--- config.mk ---
export PLATFORM = sky130hd
export DESIGN_NAME = conv3x3_stream_ctrl
export DESIGN_NICKNAME = d
export VERILOG_FILES = /design/src/rtl/conv3x3_stream_ctrl.sv
export SDC_FILE = /design/constraint.sdc
export NUM_CORES = 1
export LEC_CHECK = 0
export CAP_MARGIN = 15
export CORE_ASPECT_RATIO = 0.9
export CORE_UTILIZATION = 51
export CTS_CLUSTER_SIZE = 40
export DETAILED_ROUTE_END_ITERATION = 7
export PLACE_DENSITY = 0.81
export RECOVER_POWER = 25
export SYNTH_ARGS = -nofsm -noshare
export SYNTH_HDL_FRONTEND = slang
export SYNTH_SLANG_ARGS = --single-unit
--- constraint.sdc ---
create_clock -name clk -period 15.9 [get_ports clk]
set_clock_uncertainty 0.05 [all_clocks]
set_input_delay 3.18 -clock clk [delete_from_list [all_inputs] [get_ports clk]]
set_output_delay 3.18 -clock clk [all_outputs]
set_load 0.01 [all_outputs]
--- src/rtl/conv3x3_stream_ctrl.sv ---
// Frame sequencer for an external 3x3 multiply-add: two line buffers, a 3x3
// sliding window, and a two-stage valid/ready pipeline onto the result stream.
module conv3x3_stream_ctrl #(
    parameter int I_BIT_WIDTH = 8,
    parameter int O_BIT_WIDTH = 32,
    parameter int K_SIZE      = 3,
    parameter int IMG_W       = 8,
    parameter int IMG_H       = 8
) (
    input  logic                           clk,
    input  logic                           rst,
    input  logic                           start,
    input  logic [I_BIT_WIDTH*K_SIZE*K_SIZE-1:0] weights_in,
    input  logic [I_BIT_WIDTH-1:0]         in_pixel,
    input  logic                           in_valid,
    output logic                           in_ready,
    output logic [I_BIT_WIDTH*K_SIZE*K_SIZE-1:0] win_data,
    output logic [I_BIT_WIDTH*K_SIZE*K_SIZE-1:0] win_weights,
    input  logic [O_BIT_WIDTH-1:0]         conv_in,
    output logic [O_BIT_WIDTH-1:0]         out_data,
    output logic                           out_valid,
    input  logic                           out_ready,
    output logic                           busy,
    output logic                           done
);
    localparam int WIN_N = K_SIZE * K_SIZE;
    localparam int CW    = $clog2(IMG_W);
    localparam int RW    = $clog2(IMG_H);
    localparam int PW    = $clog2(IMG_W * IMG_H);

    localparam logic [CW-1:0] COL_LAST = CW'(IMG_W - 1);
    localparam logic [CW-1:0] COL_TWO  = CW'(2);
    localparam logic [RW-1:0] ROW_TWO  = RW'(2);
    localparam logic [PW-1:0] PIX_LAST = PW'(IMG_W * IMG_H - 1);

    typedef enum logic [1:0] {ST_IDLE, ST_RUN, ST_DRAIN, ST_DONE} state_t;
    state_t state_reg, state_next;

    logic [CW-1:0]                col_reg;
    logic [RW-1:0]                row_reg;
    logic [PW-1:0]                pix_reg;
    logic [I_BIT_WIDTH*WIN_N-1:0] weights_reg;
    logic [I_BIT_WIDTH-1:0]       win_reg      [WIN_N];
    logic [I_BIT_WIDTH-1:0]       linebuf0_reg [IMG_W];
    logic [I_BIT_WIDTH-1:0]       linebuf1_reg [IMG_W];
    logic                         win_valid_reg;
    logic                         out_valid_reg;
    logic [O_BIT_WIDTH-1:0]       out_data_reg;

    logic adv, accept, pos_ok, start_ok;

    // The whole pipeline freezes only when a result is waiting and not taken.
    assign adv      = !(out_valid_reg && !out_ready);
    assign in_ready = (state_reg == ST_RUN) && adv;
    assign accept   = in_valid && in_ready;
    assign pos_ok   = (row_reg >= ROW_TWO) && (col_reg >= COL_TWO);
    assign start_ok = (state_reg == ST_IDLE) && start;

    assign out_data    = out_data_reg;
    assign out_valid   = out_valid_reg;
    assign win_weights = weights_reg;

    // Window element index is 3*row + column, oldest row/column first.
    genvar gi;
    generate
        for (gi = 0; gi < WIN_N; gi++) begin : g_win
            assign win_data[I_BIT_WIDTH*gi +: I_BIT_WIDTH] = win_reg[gi];
        end
    endgenerate

    always_ff @(posedge clk or posedge rst) begin
        if (rst) begin
            for (int i = 0; i < IMG_W; i++) begin
                linebuf0_reg[i] <= '0;
                linebuf1_reg[i] <= '0;
            end
        end else if (accept) begin
            linebuf1_reg[col_reg] <= linebuf0_reg[col_reg];
            linebuf0_reg[col_reg] <= in_pixel;
        end
    end

    always_ff @(posedge clk or posedge rst) begin
        if (rst) begin
            for (int i = 0; i < WIN_N; i++) win_reg[i] <= '0;
        end else if (accept) begin
            for (int x = 0; x < K_SIZE; x++) begin
                win_reg[K_SIZE*x]     <= win_reg[K_SIZE*x + 1];
                win_reg[K_SIZE*x + 1] <= win_reg[K_SIZE*x + 2];
            end
            win_reg[2] <= linebuf1_reg[col_reg];
            win_reg[5] <= linebuf0_reg[col_reg];
            win_reg[8] <= in_pixel;
        end
    end

    always_ff @(posedge clk or posedge rst) begin
        if (rst) begin
            state_reg     <= ST_IDLE;
            col_reg       <= '0;
            row_reg       <= '0;
            pix_reg       <= '0;
            weights_reg   <= '0;
            win_valid_reg <= 1'b0;
            out_valid_reg <= 1'b0;
            out_data_reg  <= '0;
        end else begin
            state_reg <= state_next;
            if (start_ok) begin
                weights_reg <= weights_in;
                col_reg     <= '0;
                row_reg     <= '0;
                pix_reg     <= '0;
            end else if (accept) begin
                pix_reg <= pix_reg + PW'(1);
                if (col_reg == COL_LAST) begin
                    col_reg <= '0;
                    row_reg <= row_reg + RW'(1);
                end else begin
                    col_reg <= col_reg + CW'(1);
                end
            end
            if (adv) begin
                out_valid_reg <= win_valid_reg;
                if (win_valid_reg) out_data_reg <= conv_in;
                win_valid_reg <= accept && pos_ok;
            end
        end
    end

    always_comb begin
        state_next = state_reg;
        busy       = (state_reg != ST_IDLE);
        done       = 1'b0;
        case (state_reg)
            ST_IDLE:  if (start) state_next = ST_RUN;
            ST_RUN:   if (accept && pix_reg == PIX_LAST) state_next = ST_DRAIN;
            // Leave once the last result is gone or is being taken this cycle.
            ST_DRAIN: if (!win_valid_reg && (!out_valid_reg || out_ready)) state_next = ST_DONE;
            ST_DONE: begin
                done       = 1'b1;
                state_next = ST_IDLE;
            end
            default:  state_next = ST_IDLE;
        endcase
    end
endmodule

==> metrics.yaml, run 1 <==
powerDensity_mw_per_mm2: 202.0
min-delay-path-class: "register to register"
syn_nets: 1334
cts_buffers: 31
post_cts_buffers: 0
reg2reg_depth: 4
yosys-top-cells-count: "nand2_1 (420), dfrtp_1 (320), mux2_2 (131), nor2_1 (43), a21oi_1 (38)"
holdBufCountCts: 0
htree_levels: 1
ir_drop_uv: 120.9
cts.repair.resized: 0
initial_core_util: 0.5260
startpoint_type: "input port"
drive_gt1_frac: 0.1439
syn_to_final_growth_pct: 31.35
ys_warn_count: 0
post-route-drc-count: 0
vias: 9933
final_util: 0.6910
fin_setup_tns_ps: 0
rrSetupSlack_ps: 12220
cts_root_buffer: "clkbuf_16"
grt_first_pass_wirelength_mm: 53.86
setup_viol: 0
viasPerCell: 5.366
core_area_mm2: 0.02546
dp_hpwl_mm: 21.95
synth.area.top_cells: "dfrtp_1 (60%), nand2_1 (12%), mux2_2 (11%)"
synth_area_mm2: 0.01339
synthCells: 1207
worstPathMaxFanout: 11
rsz0062_at_grt: "no"
crit_type: "input port to primary output"
cts_buffer_depth: 3
overflow: 0
leakage_nw: 8.203
slew_headroom: -2.724
async_reset_ff_frac: 1.000
port_buffers: 296
gp_congestion: 0.7854
crit_arrival_ps: 4940
synth.most_common_cell: "nand2_1"
synth.largest_area_cell: "dfrtp_1"
synthFlopType: "dfrtp_1"
timing.final.crit_period_ps: 8172
rows: 55
tightest_slew_ps: 5585
clock.fmax_ghz: 0.1224
ys_ff_latch: 320
grt_pass1_vias: 9968
report.final.slew_viol_count: 180
cp-end-kind: "primary output"
ant_nets: 0
grt_max_degree: 193
wl_per_cell_um: 18.11
min_to: "win_weights[53]"
timing.final.crit_share: 0.5140
holdPathStages: 2
clk_pin_slew_worst_paths_ps: 60
syn_area_per_cell_um2: 11.10
grt_antenna_before_repair: 1
hold_violations: 0
die_h_um: 155.7
cts_tree: "done"
clock-sinks: 320
synth_top_area_frac: 0.5979
synth-seq-area-share: 0.5979
status: "finished with violations"
violations: "max-capacitance violations, max-slew violations"
timing.rr.start: "col_reg[1]"
dr.pass1.iters: 7
ios: 297
r2r-end: "linebuf0_reg[34]"
hold_path.startpoint: "win_weights[53]"
die_area_mm2: 0.02692
drt-initial-drc-count: 899
nets: 1610
ys_types: 52
clock_latency_ps: 570
die_w_um: 172.8
synth_edf_count: 0
finalWirelength_mm: 33.52
track_usage: 0.2496
worst_ep_required_time_ps: 12670
drv_cap: 3
[layer usage]
layer  global-route usage  part of all wire  vias up
met4              0.07375             0.025        0
met1               0.3390              0.42     4970
met2               0.4161              0.50      332
met3              0.04118             0.054       63
met5                    0                 0        -
li1                     -                 -     4568
[worst max path at each step]
| stage | startpoint | endpoint | slack, ps | cells past startpoint |
|---|---|---|---|---|
| detailed placement | out_ready | in_ready | 8130 | 5 |
| floorplan | rst | col_reg[0] | 3810 | 1 |
| finish | out_ready | in_ready | 7730 | 5 |
| global placement | out_ready | in_ready | 8130 | 5 |
| CTS | out_ready | in_ready | 8120 | 5 |
| global route | rst | col_reg[2] | 7140 | 2 |
[per-stage QoR]
| step | setup slack [ps] | cells | area, µm² | power (mW) | hold slack [ps] |
|---|---|---|---|---|---|
| floorplan | 3814 | 1207 | 13390 | 2.170 | 394.4 |
| global placement | 8134 | 1792 | 16580 | 2.731 | 406.8 |
| detailed placement | 8129 | 1792 | 16580 | 2.793 | 410.8 |
| CTS | 8125 | 1850 | 17670 | 3.582 | 425.1 |
| global route | 7139 | 1851 | 17590 | 3.759 | 433.2 |
| finish | 7728 | 1851 | 17590 | 3.554 | 421.7 |
[cell usage in the layout, fill, tap and decap left out, types with 7 or more instances in the layout]
cell | synthesis | layout
nand2_1 | 420 | 418
dfrtp_1 | 320 | 319
clkdlybuf4s50_1 | 0 | 293
mux2_2 | 131 | 131
nor2_1 | 43 | 42
a21oi_1 | 38 | 38
o21ai_0 | 31 | 31
clkbuf_16 | 0 | 31
mux2i_1 | 24 | 24
clkbuf_1 | 37 | 16
a22oi_1 | 10 | 10
ha_1 | 10 | 10
buf_4 | 6 | 9
mux2_4 | 8 | 8
clkbuf_8 | 0 | 8
inv_1 | 8 | 7
[critical path, cell delays in order]
cell and delay, ps:
dlygate4sd3_1 560, nor2b_1 120, clkbuf_1 510, nor2_1 80, clkdlybuf4s50_1 500
[where the power goes]
group | internal, mW | switching (mW)
registers | 1.16 | 0.215
logic | 0.724 | 0.689
clock network | 0.463 | 0.305
[logic make-up after synthesis]
kind of cell             Yosys count  synth area share
AO/OA/AOI/OAI                    116           0.05493
XOR/XNOR                           7          0.004577
adder cells (fa/ha/maj)           10          0.009341
buffers and inverters             79           0.02989
flip-flops                       320            0.5979
multiplexers                     172            0.1496
AND/OR/NAND/NOR                  503            0.1538
[final cells by class]
type | instances | area (µm²)
Sequential cell | 320 | 8009
Fill cell | 1793 | 7869
Multi-Input combinational cell | 808 | 4954
Timing Repair Buffer | 314 | 3080
Clock buffer | 47 | 915.9
Tap cell | 342 | 427.9
Clock inverter | 11 | 172.7
Inverter | 8 | 31.28
Antenna cell | 1 | 2.502
No activity file was read; power rests on OpenSTA's default activity.
==> run 2, diff against run 1 <==
Settings changed: CORE_UTILIZATION 51 to 46, PLACE_DENSITY 0.81 to 0.77.
Clock period 15.9 ns to 7.25 ns, I/O delays scaled along.
==> run 2 against run 1 <==
The flow still finishes with violations (max-capacitance violations, max-slew violations); sequential cell count unchanged; worst setup slack got worse by 5400 ps; final cell count rose by 1.2%; power increased by 120%; via count fell by 2.3%; sequential power is 120% higher; wire length is 1.9% lower; design area increased by 0.92%; critical path depth did not move; utilization is 6.4 points lower; die area is 11% higher; clock power increased by 130%; critical endpoint unchanged; largest power group unchanged.
==> metrics.yaml, run 2 (same netlist as run 1, synthesis figures left out) <==
grt_use_met3: 0.04035
timing.final.crit_share: 0.6761
ios: 297
clk_pin_slew_worst_paths_ps: 60
leakage_nw: 8.264
die_area_mm2: 0.02980
rsz0062_at_grt: "no"
dr.pass1.iters: 6
die_h_um: 163.9
grt_pass1_vias: 9615
layout_commonest_cell: "nand2_1"
post-route-drc-count: 0
rows: 58
drt-initial-drc-count: 693
final_cells: 1874
critPathTopFamily: "buffers and inverters"
cts.repair.resized: 0
drive_gt1_frac: 0.1493
ir_drop_uv: 259.7
fin_setup_tns_ps: 0
wl_per_cell_um: 17.54
grt_util_met1: 0.3074
clock-sinks: 320
gp_congestion: 0.7726
crit_arrival_ps: 3400
hold_path.startpoint: "win_data[3]"
initial_core_util: 0.4733
fin_hold_ws_ps: 419.0
cts_buffers: 35
worstPathMaxFanout: 11
ant_nets: 0
place_inst: 1811
port_buffers: 296
grt_max_degree: 144
grt.busiest_layer: "met2"
die_w_um: 181.9
crit_path_cell_trace: "dlygate4sd3_1 > nor2b_1 > clkbuf_1 > nor2_1 > clkdlybuf4s50_1"
crit_type: "input port to primary output"
holdBufCountCts: 0
worst_ep_required_time_ps: 5750
worst_slack_ps: 2348
finalWirelength_mm: 32.88
core_area_mm2: 0.02830
met2_usage: 0.3580
syn_to_final_growth_pct: 32.55
track_usage: 0.2214
report.final.slew_viol_count: 118
cts_buffer_depth: 3
vias: 9707
cp-end-kind: "primary output"
setup_viol: 0
reg2reg_depth: 6
violations: "max-capacitance violations, max-slew violations"
overflow: 0
pre_cts_ws_ps: 2851
dp_hpwl_mm: 21.58
path_buf_inv: 3
post_cts_buffers: 0
tightest_slew_ps: 3167
status: "finished with violations"
min_to: "win_data[3]"
viasPerCell: 5.180
nets: 1617
timing.final.crit_period_ps: 4902
htree_levels: 2
grt_first_pass_wirelength_mm: 52.40
startpoint_type: "input port"
fillers: 2212
grt_antenna_before_repair: 0
cts_root_buffer: "clkbuf_16"
clock.fmax_ghz: 0.2040
hold_violations: 0
holdPathStages: 2
drv_cap: 2
r2r-end: "win_weights[11]"
timing.rr.start: "state_reg[0]"
critical_path.max_stage_delay_ps: 620
min-delay-path-class: "register to register"
slew_headroom: -1.111
power_mw: 7.856
final_cell_mix: "nand2_1 (418), dfrtp_1 (318), clkdlybuf4s50_1 (293)"
powerDensity_mw_per_mm2: 442.5
clock_latency_ps: 520
rrSetupSlack_ps: 3680
antenna_cells: 0
cts_tree: "done"
cp_slowest_cell: "clkbuf_1"
## run 2: per-stage QoR
stage               utilization  cell area, µm²
CTS                      0.6275           17760
global route             0.6273           17750
global placement         0.5870           16610
floorplan                     -           13400
detailed placement       0.5870           16610
finish                   0.6273           17750
## run 2: tightest hold or removal path: stages, from the launching register on
cell	delay (ps)
dfrtp_1	340
nand2_1	50
nand2_1	50
## run 2: final cells by class
cell class	instances	area (µm²)	area share
Multi-Input combinational cell	808	5000	0.2816
Sequential cell	320	8010	0.4512
Clock buffer	52	1001	0.05638
Inverter	8	31.28	0.001762
Timing Repair Buffer	317	3115	0.1755
Clock inverter	9	146.4	0.008245
Tap cell	360	450.4	0.02537
## run 2: worst max path at each step
stage	end	start	depth (start not counted)	slack (ps)
2_1_floorplan	col_reg[0]	rst	1	1480
3_3_place_gp	in_ready	out_ready	5	2830
3_5_place_dp	in_ready	out_ready	5	2850
4_1_cts	in_ready	out_ready	5	2840
5_1_grt	linebuf0_reg[24]	rst	4	1650
6_report	in_ready	out_ready	5	2350
## run 2: metal layers
layer | vias up | wire length (µm)
met3 | 53 | 1866
met4 | 0 | 682
met2 | 283 | 15760
li1 | 4579 | -
met5 | - | 0
met1 | 4792 | 14570
## run 2: power by group
part | total (mW) | internal, mW | leakage [nW] | switching (mW)
combinational | 3.11 | 1.59 | 3.65 | 1.51
clock | 1.77 | 1.07 | 0.559 | 0.703
sequential | 2.98 | 2.54 | 4.06 | 0.435
total | 7.86 | 5.20 | 8.26 | 2.65
